**src/rtl/prof_pkg.sv**
```systemverilog
// Shared types and default widths for the ap_ctrl_hs transaction profiler.
package prof_pkg;

    localparam int unsigned PROF_CNT_W = 32;
    localparam int unsigned PROF_ID_W  = 16;
    localparam int unsigned DROP_W     = 16;

    typedef enum logic [1:0] {
        ST_IDLE      = 2'd0,
        ST_RUN       = 2'd1,
        ST_DONE_HOLD = 2'd2
    } prof_state_e;

    typedef struct packed {
        logic [PROF_ID_W-1:0]  id;
        logic [PROF_CNT_W-1:0] latency;
        logic [PROF_CNT_W-1:0] interval;
        logic [PROF_CNT_W-1:0] stall;
    } prof_rec_t;

endpackage

```
**src/rtl/prof_fifo.sv**
```systemverilog
// Synchronous first-word-fall-through FIFO; head word is visible whenever empty is low.
module prof_fifo #(
    parameter int unsigned WIDTH = 8,
    parameter int unsigned DEPTH = 16
) (
    input  logic             clock,
    input  logic             reset,
    input  logic             push,
    input  logic [WIDTH-1:0] din,
    input  logic             pop,
    output logic [WIDTH-1:0] dout,
    output logic             full,
    output logic             empty
);

    localparam int unsigned AW = $clog2(DEPTH);
    localparam int unsigned CW = AW + 1;

    if (DEPTH < 2 || (DEPTH & (DEPTH - 1)) != 0) begin : g_bad_depth
        $error("prof_fifo: DEPTH must be a power of two and at least 2");
    end

    logic [WIDTH-1:0] mem_q [DEPTH];
    logic [AW-1:0]    wr_ptr_q, wr_ptr_d;
    logic [AW-1:0]    rd_ptr_q, rd_ptr_d;
    logic [CW-1:0]    cnt_q, cnt_d;
    logic             full_q, full_d;
    logic             empty_q, empty_d;
    logic             do_push, do_pop;

    // A pop in the same cycle frees the slot, so a push into a full FIFO still lands.
    always_comb begin
        do_pop   = pop && !empty_q;
        do_push  = push && (!full_q || do_pop);
        wr_ptr_d = do_push ? wr_ptr_q + AW'(1) : wr_ptr_q;
        rd_ptr_d = do_pop  ? rd_ptr_q + AW'(1) : rd_ptr_q;
        cnt_d    = cnt_q;
        if (do_push && !do_pop) begin
            cnt_d = cnt_q + CW'(1);
        end else if (!do_push && do_pop) begin
            cnt_d = cnt_q - CW'(1);
        end
        full_d  = (cnt_d == CW'(DEPTH));
        empty_d = (cnt_d == '0);
    end

    always_ff @(posedge clock) begin
        if (reset) begin
            wr_ptr_q <= '0;
            rd_ptr_q <= '0;
            cnt_q    <= '0;
            full_q   <= 1'b0;
            empty_q  <= 1'b1;
        end else begin
            wr_ptr_q <= wr_ptr_d;
            rd_ptr_q <= rd_ptr_d;
            cnt_q    <= cnt_d;
            full_q   <= full_d;
            empty_q  <= empty_d;
        end
    end

    always_ff @(posedge clock) begin
        if (do_push) begin
            mem_q[wr_ptr_q] <= din;
        end
    end

    assign dout  = empty_q ? '0 : mem_q[rd_ptr_q];
    assign full  = full_q;
    assign empty = empty_q;

endmodule

```
**src/rtl/ap_ctrl_txn_profiler.sv**
```systemverilog
// Profiles ap_ctrl_hs transactions (latency, start interval, done stall) into a record stream.
module ap_ctrl_txn_profiler
    import prof_pkg::*;
#(
    parameter int unsigned CNT_W = PROF_CNT_W,
    parameter int unsigned ID_W  = PROF_ID_W,
    parameter int unsigned DEPTH = 16
) (
    input  logic                    clock,
    input  logic                    reset,
    input  logic                    ap_start,
    input  logic                    ap_ready,
    input  logic                    ap_done,
    input  logic                    ap_continue,
    input  logic                    finish,
    output logic                    rec_valid,
    input  logic                    rec_ready,
    output logic [ID_W+3*CNT_W-1:0] rec_data,
    output logic [DROP_W-1:0]       drop_cnt,
    output logic                    drained
);

    localparam int unsigned REC_W = ID_W + 3 * CNT_W;

    prof_state_e        state_q, state_d;
    logic [CNT_W-1:0]   cyc_q, cyc_d;
    logic [CNT_W-1:0]   t_start_q, t_start_d;
    logic [CNT_W-1:0]   prev_t_start_q, prev_t_start_d;
    logic [CNT_W-1:0]   stall_q, stall_d;
    logic [ID_W-1:0]    id_q, id_d;
    logic [DROP_W-1:0]  drop_q, drop_d;
    logic               first_q, first_d;
    logic               started_q, started_d;
    logic               finish_seen_q, finish_seen_d;
    logic               drained_q, drained_d;
    logic               protocol_err_q, protocol_err_d;

    logic               start_fire, accept;
    logic               fifo_pop, fifo_full, fifo_empty, drop_now;
    logic               cur_first;
    logic [CNT_W-1:0]   cur_t_start, cur_prev;
    logic [CNT_W-1:0]   rec_latency, rec_interval, rec_stall;
    logic [REC_W-1:0]   rec_word;

    // Handshake events; a start and a done-accept may coincide in one cycle.
    always_comb begin
        start_fire = (state_q == ST_IDLE) && ap_start && !finish_seen_q;
        accept     = (((state_q == ST_RUN) || start_fire) && ap_done && ap_continue)
                   || ((state_q == ST_DONE_HOLD) && ap_continue);
        fifo_pop   = rec_valid && rec_ready;
        drop_now   = accept && fifo_full && !fifo_pop;
    end

    always_ff @(posedge clock) begin
        if (reset) begin
            state_q <= ST_IDLE;
        end else begin
            state_q <= state_d;
        end
    end

    always_comb begin
        state_d = state_q;
        case (state_q)
            ST_IDLE: begin
                if (start_fire) begin
                    if (ap_done) begin
                        state_d = ap_continue ? ST_IDLE : ST_DONE_HOLD;
                    end else begin
                        state_d = ST_RUN;
                    end
                end
            end
            ST_RUN: begin
                if (ap_done) begin
                    state_d = ap_continue ? ST_IDLE : ST_DONE_HOLD;
                end
            end
            ST_DONE_HOLD: begin
                if (ap_continue) begin
                    state_d = ST_IDLE;
                end
            end
            default: state_d = ST_IDLE;
        endcase
    end

    // Record fields and next values; a same-cycle start uses the current cyc as t_start.
    always_comb begin
        cur_t_start  = start_fire ? cyc_q     : t_start_q;
        cur_prev     = start_fire ? t_start_q : prev_t_start_q;
        cur_first    = start_fire ? !started_q : first_q;
        rec_latency  = cyc_q - cur_t_start;
        rec_interval = cur_first ? '0 : cur_t_start - cur_prev;
        rec_stall    = (state_q == ST_DONE_HOLD) ? stall_q + CNT_W'(1) : '0;
        rec_word     = {id_q, rec_latency, rec_interval, rec_stall};

        cyc_d          = cyc_q + CNT_W'(1);
        t_start_d      = t_start_q;
        prev_t_start_d = prev_t_start_q;
        first_d        = first_q;
        started_d      = started_q;
        stall_d        = stall_q;
        if (start_fire) begin
            t_start_d      = cyc_q;
            prev_t_start_d = t_start_q;
            first_d        = !started_q;
            started_d      = 1'b1;
            stall_d        = '0;
        end
        if (state_q == ST_DONE_HOLD) begin
            stall_d = stall_q + CNT_W'(1);
        end

        id_d   = accept ? id_q + ID_W'(1) : id_q;
        drop_d = drop_q;
        if (drop_now && (drop_q != '1)) begin
            drop_d = drop_q + DROP_W'(1);
        end

        finish_seen_d  = finish_seen_q || finish;
        drained_d      = finish_seen_q && (state_q == ST_IDLE) && fifo_empty;
        protocol_err_d = protocol_err_q || ((state_q == ST_IDLE) && ap_ready && !ap_start);
    end

    always_ff @(posedge clock) begin
        if (reset) begin
            cyc_q          <= '0;
            t_start_q      <= '0;
            prev_t_start_q <= '0;
            stall_q        <= '0;
            id_q           <= '0;
            drop_q         <= '0;
            first_q        <= 1'b0;
            started_q      <= 1'b0;
            finish_seen_q  <= 1'b0;
            drained_q      <= 1'b0;
            protocol_err_q <= 1'b0;
        end else begin
            cyc_q          <= cyc_d;
            t_start_q      <= t_start_d;
            prev_t_start_q <= prev_t_start_d;
            stall_q        <= stall_d;
            id_q           <= id_d;
            drop_q         <= drop_d;
            first_q        <= first_d;
            started_q      <= started_d;
            finish_seen_q  <= finish_seen_d;
            drained_q      <= drained_d;
            protocol_err_q <= protocol_err_d;
        end
    end

    prof_fifo #(
        .WIDTH (REC_W),
        .DEPTH (DEPTH)
    ) u_fifo (
        .clock (clock),
        .reset (reset),
        .push  (accept),
        .din   (rec_word),
        .pop   (fifo_pop),
        .dout  (rec_data),
        .full  (fifo_full),
        .empty (fifo_empty)
    );

    assign rec_valid = !fifo_empty;
    assign drop_cnt  = drop_q;
    assign drained   = drained_q;

`ifndef SYNTHESIS
    // Protocol errors are observable in simulation only.
    cover property (@(posedge clock) protocol_err_q);
`endif

endmodule

```
**config.mk**
```make
export PLATFORM = sky130hd
export DESIGN_NAME = ap_ctrl_txn_profiler
export DESIGN_NICKNAME = d
export VERILOG_FILES = /design/src/rtl/prof_pkg.sv /design/src/rtl/prof_fifo.sv /design/src/rtl/ap_ctrl_txn_profiler.sv
export SDC_FILE = /design/constraint.sdc
export NUM_CORES = 2
export LEC_CHECK = 0
export BUFFER_PORTS_ARGS = -buffer_cell sky130_fd_sc_hd__buf_4
export CORE_AREA = 5 5 552 336
export CTS_CLUSTER_DIAMETER = 120
export DETAILED_ROUTE_END_ITERATION = 10
export DIE_AREA = 0 0 557 341
export PLACE_DENSITY = 0.58
export SLEW_MARGIN = 15
export SYNTH_ARGS = -nofsm -noshare
export SYNTH_HDL_FRONTEND = slang
export SYNTH_HIERARCHICAL = 1
export SYNTH_SLANG_ARGS = --single-unit
```
**constraint.sdc**
```tcl
create_clock -name clock -period 14.3 [get_ports clock]
set_input_delay 0.715 -clock clock [delete_from_list [all_inputs] [get_ports clock]]
set_output_delay 0.715 -clock clock [all_outputs]
set_load 0.01 [all_outputs]
```
* Word level (Yosys, flattened, before mapping) *
Memory sizes are Yosys's and may differ from the RTL's. A register that Yosys moved wholly into a read port is not among the register bits.
Cells that the tools add are included.

word-level totals
  RAM bits = 1,792
  memory bits (read-only) = 0
  output and inout bits = 130
  input bits = 8
  latch bits = 0
  memories kept = 1
  register bits = 181

operators by class
  eq/ne operators = 7
  multiplexer cells = 20
  order comparisons = 0
  multiply operators = 0
  add/sub/neg operators = 10
  bitwise operators = 0
  reductions and logical operators = 30
  divide/modulo/power cells = 0
  shift-type cells = 0

memories
  name          words  bits a word  read ports  clocked after Yosys merged registers in  wr ports  line             text
  u_fifo.mem_q  16     112          1           1                                        1         prof_fifo.sv:23  logic [WIDTH-1:0] mem_q [DEPTH];

operators by type and width
  operator               number
  $mux 32                6
  $mux 112               1
  $add 32x1->32 const B  2
  $sub 32x32->32         2
  $add 16x1->16 const B  2
  $ne 16x16->1 const B   1
  $logic_and 1x1->1      15
  $mux 2                 5
  $mux 5                 2
  $add 4x1->4 const B    2
  $mux 4                 2
  $logic_not 1->1        7
  $ne 2x2->1 const B     3
  $pmux 2 s3             1
  $add 5x1->5 const B    1
  $eq 5x5->1 const B     1
  $logic_not 5->1        1
  $sub 5x1->5 const B    1
  $logic_or 1x1->1       4
  $mux 1                 3
  $reduce_and 3->1       1
  $eq 2x1->1 const B     1
  $eq 2x2->1 const B     1
  $logic_not 2->1        1
  $reduce_bool 2->1      1

* Longest topological paths before layout *
  depth after elaboration = 13
  mapped depth = 24
  gate-level depth less buffers = 15

* Hierarchy *
Netlist, hierarchy kept.

modules (own cells, without submodules)
  module                area an instance (um^2)  cells each  seq. area each (um^2)  times used
  prof_fifo             68,009.0                 2,861       54,192.0               1
  ap_ctrl_txn_profiler  12,413.2                 1,694       3,323.2                1

* Worst setup path before layout *
Ideal clock, no wire load.

  path type = input-to-reg
  start point = input ap_start
  end point = memory u_fifo/mem_q[3][0] (netlist bit) (enable)
  cell stages on the path = 6
  slack = 3.828 ns
  arrival time = 9.752 ns
  buffers on the path = 0
  path through = nor2b_1 o21ai_0 a21boi_1 a21boi_2 nand2_1 nor3_1

on the way
  longest elaborated chain between the ends = 9

ends and longest elaborated chain
  element                          line                        text
  start: declaration               ap_ctrl_txn_profiler.sv:11  input logic ap_start,
  $logic_and 1x1->1 (2 in series)  ap_ctrl_txn_profiler.sv:47  start_fire = (state_q == ST_IDLE) && ap_start && !finish_seen_q;
  $logic_or 1x1->1                 ap_ctrl_txn_profiler.sv:48  accept = (((state_q == ST_RUN) || start_fire) && ap_done && ap_continue)
  $logic_and 1x1->1 (2 in series)  ap_ctrl_txn_profiler.sv:48
  $logic_or 1x1->1                 ap_ctrl_txn_profiler.sv:49  || ((state_q == ST_DONE_HOLD) && ap_continue);
  net accept                       ap_ctrl_txn_profiler.sv:38  logic start_fire, accept;
  $logic_and 1x1->1                prof_fifo.sv:34             do_push = push && (!full_q || do_pop);
  $mux 1                           prof_fifo.sv:64             if (do_push) begin
  $mux 1 (not written as such)     prof_fifo.sv:65             mem_q[wr_ptr_q] <= din;
  end: declaration                 prof_fifo.sv:23

The timed path passes the listed nets, and every way through them passes these cells.

==> impl_metrics.ini <==
[status]
status = completed

[floorplanning]
die_area_mm2 = 0.1899
dieWidth_um = 557
start_util = 0.4468
core_area_mm2 = 0.1800
row_count = 121
dieHeight_um = 341
io_pins = 138

[sta]
slew_headroom = 0.1895
setup_viol = 0
rsz0062_at_grt = no
drv_slew = 0
fmax_ghz = 0.1560
tns_ns = 0
hold_viol_final = 0
finalCritPeriodShare = 0.4484
min_period_ns = 6.412
worst_pin_slew_ns = 1.192
skew_ns = 0.05643

[routing]
postRouteAntennaNets = 0
first_pass_iters = 5
drc_errors = 0
wl_per_cell_um = 27.99
drt_iter0_markers = 4703
avgViaCountPerCell = 5.953
dr_total_vias = 43120
wl_um = 202700

[clocking]
htree_levels = 4
cts_buffers = 188
clockBufferDepth = 4
cts.clk_slew.worst_paths_ns = 0.06
clock_sinks = 1977
worstSkewPairLatency_ns = 0.84
cts_resized = 0
cts_tree = yes
cts_root_buf = clkbuf_16

[grt]
grt_overflow = 0
grt_pass1_vias = 42390
antenna_found_initial = 6
grt_use_total = 0.2114
grt_max_degree = 152
grt_pass1_wl_um = 296300

[worst_setup_path]
path_common_cell = buf_4
path_class = register to output pin
cp_slowest_stage_delay_ns = 0.94
crit_chain = buf_4, buf_4, buf_4, mux4_2, a22oi_1, a21oi_1, buf_4
rr_worst_depth = 11
cp-start-kind = register
r2r_slack_ns = 8.38
cp.required_ns = 13.59
crit_arrival_ns = 5.70
reg2reg_from = state_q[1]
cpMaxStageDelayCell = buf_4
reg2reg_to = u_fifo/mem_q[13][61]
critPathMaxFanout = 71
end_kind = output pin

[min_path]
holdPathEnd = state_q[0]
hold_class = input port to register
min_from = ap_done
min_path_cells = 2

[synth]
seq_area_frac_synth = 0.7152
post-synth-top-count-cell = edfxtp_1
yosysUniqueCellTypes = 91
synth_top_area_share = 0.6691
synthTopCellsByArea = edfxtp_1 (67%), mux4_2 (13%), dfxtp_1 (4.6%)
synth-edff-count = 1792
ys_async_sr_fraction = 0
synth-main-ff-cell = edfxtp_1
synthCells = 4555
avgSynthCellArea_um2 = 17.66
ys_top_cells_by_count = edfxtp_1 (1792), mux4_2 (448), nor2_1 (281)
synth_seq_cells = 1977
syn-cell-area_mm2 = 0.08042
ys.warnings.count = 6
synth_nets = 4593
synth_top_area_cell = edfxtp_1

[place]
dp_cells = 6908
dp_hpwl_um = 110600
place_congestion = 0.9006
io_buffers = 136

[layout]
drive_above_1_share = 0.2078
fillerInstances = 14580
nets = 4739
fin_cells = 7242
synthToLayoutAreaGrowth_pct = 11.77

[power_and_ir_drop]
power.density_mw_per_mm2 = 134.3
leakagePower_nw = 28.59
ir_drop_mv = 0.08846

[flow_run]
maxCapViolations = 0
==> registers in the layout (all words and copies together) (netlist names), 5 cells and up, named ones only <==
register	flops
u_fifo/mem_q	1792
stall_q	32
t_start_q	32
cyc_q	32
prev_t_start_q	32
drop_cnt	16
u_fifo/cnt_q	5
id_q	16
==> placed cells by master, fill, tap and decap left out, types with 35 or more instances in the layout <==
cell type / instances
buf_4: 221
a22oi_1: 228
nor2_1: 267
nor2b_1: 51
maj3_1: 35
clkbuf_16: 189
clkbuf_1: 46
nand3_1: 54
mux4_2: 448
a21oi_1: 254
o21ai_0: 68
clkinv_1: 38
mux2i_1: 39
nand2b_1: 43
inv_1: 64
nand2_1: 209
edfxtp_1: 1792
xor2_1: 70
dfxtp_1: 182
xnor2_1: 87
==> stage by stage <==
stage | hold WS [ns] | worst slack (ns) | instance area [um2] | util | power, mW
detailed placement | 0.4353 | 8.079 | 84070 | 0.4671 | 7.461
CTS | 0.01019 | 7.757 | 89820 | 0.4990 | 12.20
finish | 0.07460 | 7.888 | 89890 | 0.4994 | 12.07
global route | 0.03642 | 7.571 | 89890 | 0.4994 | 12.50
floorplan | 0.4173 | 3.828 | 80420 | - | 7.035
global placement | 0.4296 | 8.168 | 84070 | 0.4671 | 7.451
==> layout make-up <==
type | instances | area, um2 | area share
Multi-Input combinational cell | 2240 | 21560 | 0.2398
Clock buffer | 247 | 5067 | 0.05637
Timing Repair Buffer | 230 | 1821 | 0.02025
Clock inverter | 84 | 671.9 | 0.007475
Tap cell | 2398 | 3000 | 0.03338
Inverter | 64 | 240.2 | 0.002673
Sequential cell | 1977 | 57530 | 0.6400
Antenna cell | 2 | 5.005 | 0.00005568
==> where the power goes <==
group | switching [mW] | total (mW) | internal [mW]
combinational | 0.590 | 0.897 | 0.306
sequential | 0.0365 | 6.43 | 6.39
clock | 2.09 | 4.74 | 2.65
total | 2.72 | 12.1 | 9.35
==> worst max-delay path, delay by kind of cell, from the launching register on <==
family | cells | cell delay [ns]
buf+inv | 4 | 2.85
mux | 1 | 0.42
flops | 1 | 0.91
compound gates | 2 | 0.51
==> kinds of logic (layout without fill, tap and decap cells) <==
family,after synthesis,in the layout,share of synthesized area
other cells,0,2,0
xor+xnor,164,164,0.01795
fa+ha+maj,65,65,0.009117
simple gates,798,798,0.04669
compound gates,716,716,0.05912
buf+inv,338,625,0.01984
mux,497,497,0.1321
flops,1977,1977,0.7152
==> how the worst max path moves through the flow <==
stage,startpoint,cells past startpoint,slack [ns],end
final,register,7,7.89,rec_data[51]
after detailed placement,ap_start,15,8.08,u_fifo/mem_q[10][94]
after global placement,ap_start,12,8.17,u_fifo/mem_q[3][59]
after global routing,register,7,7.57,rec_data[56]
after CTS,register,7,7.76,rec_data[51]
after floorplan,ap_start,6,3.83,u_fifo/mem_q[3][0]
==> layer usage <==
metal / GRT usage / routed length (um) / up-vias
li1: - / - / 18520
met1: 0.3330 / 93620 / 22670
met2: 0.2994 / 86930 / 1682
met3: 0.05141 / 18380 / 239
met4: 0.04192 / 3695 / 6
met5: 0 / 47 / -
==> repair_timing <==
item,4_1_cts,5_1_grt
hold buffers,1,0
endpoints found under the hold margin,1,0
setup buffers,0,0
Power figures use the tool's default switching activity.
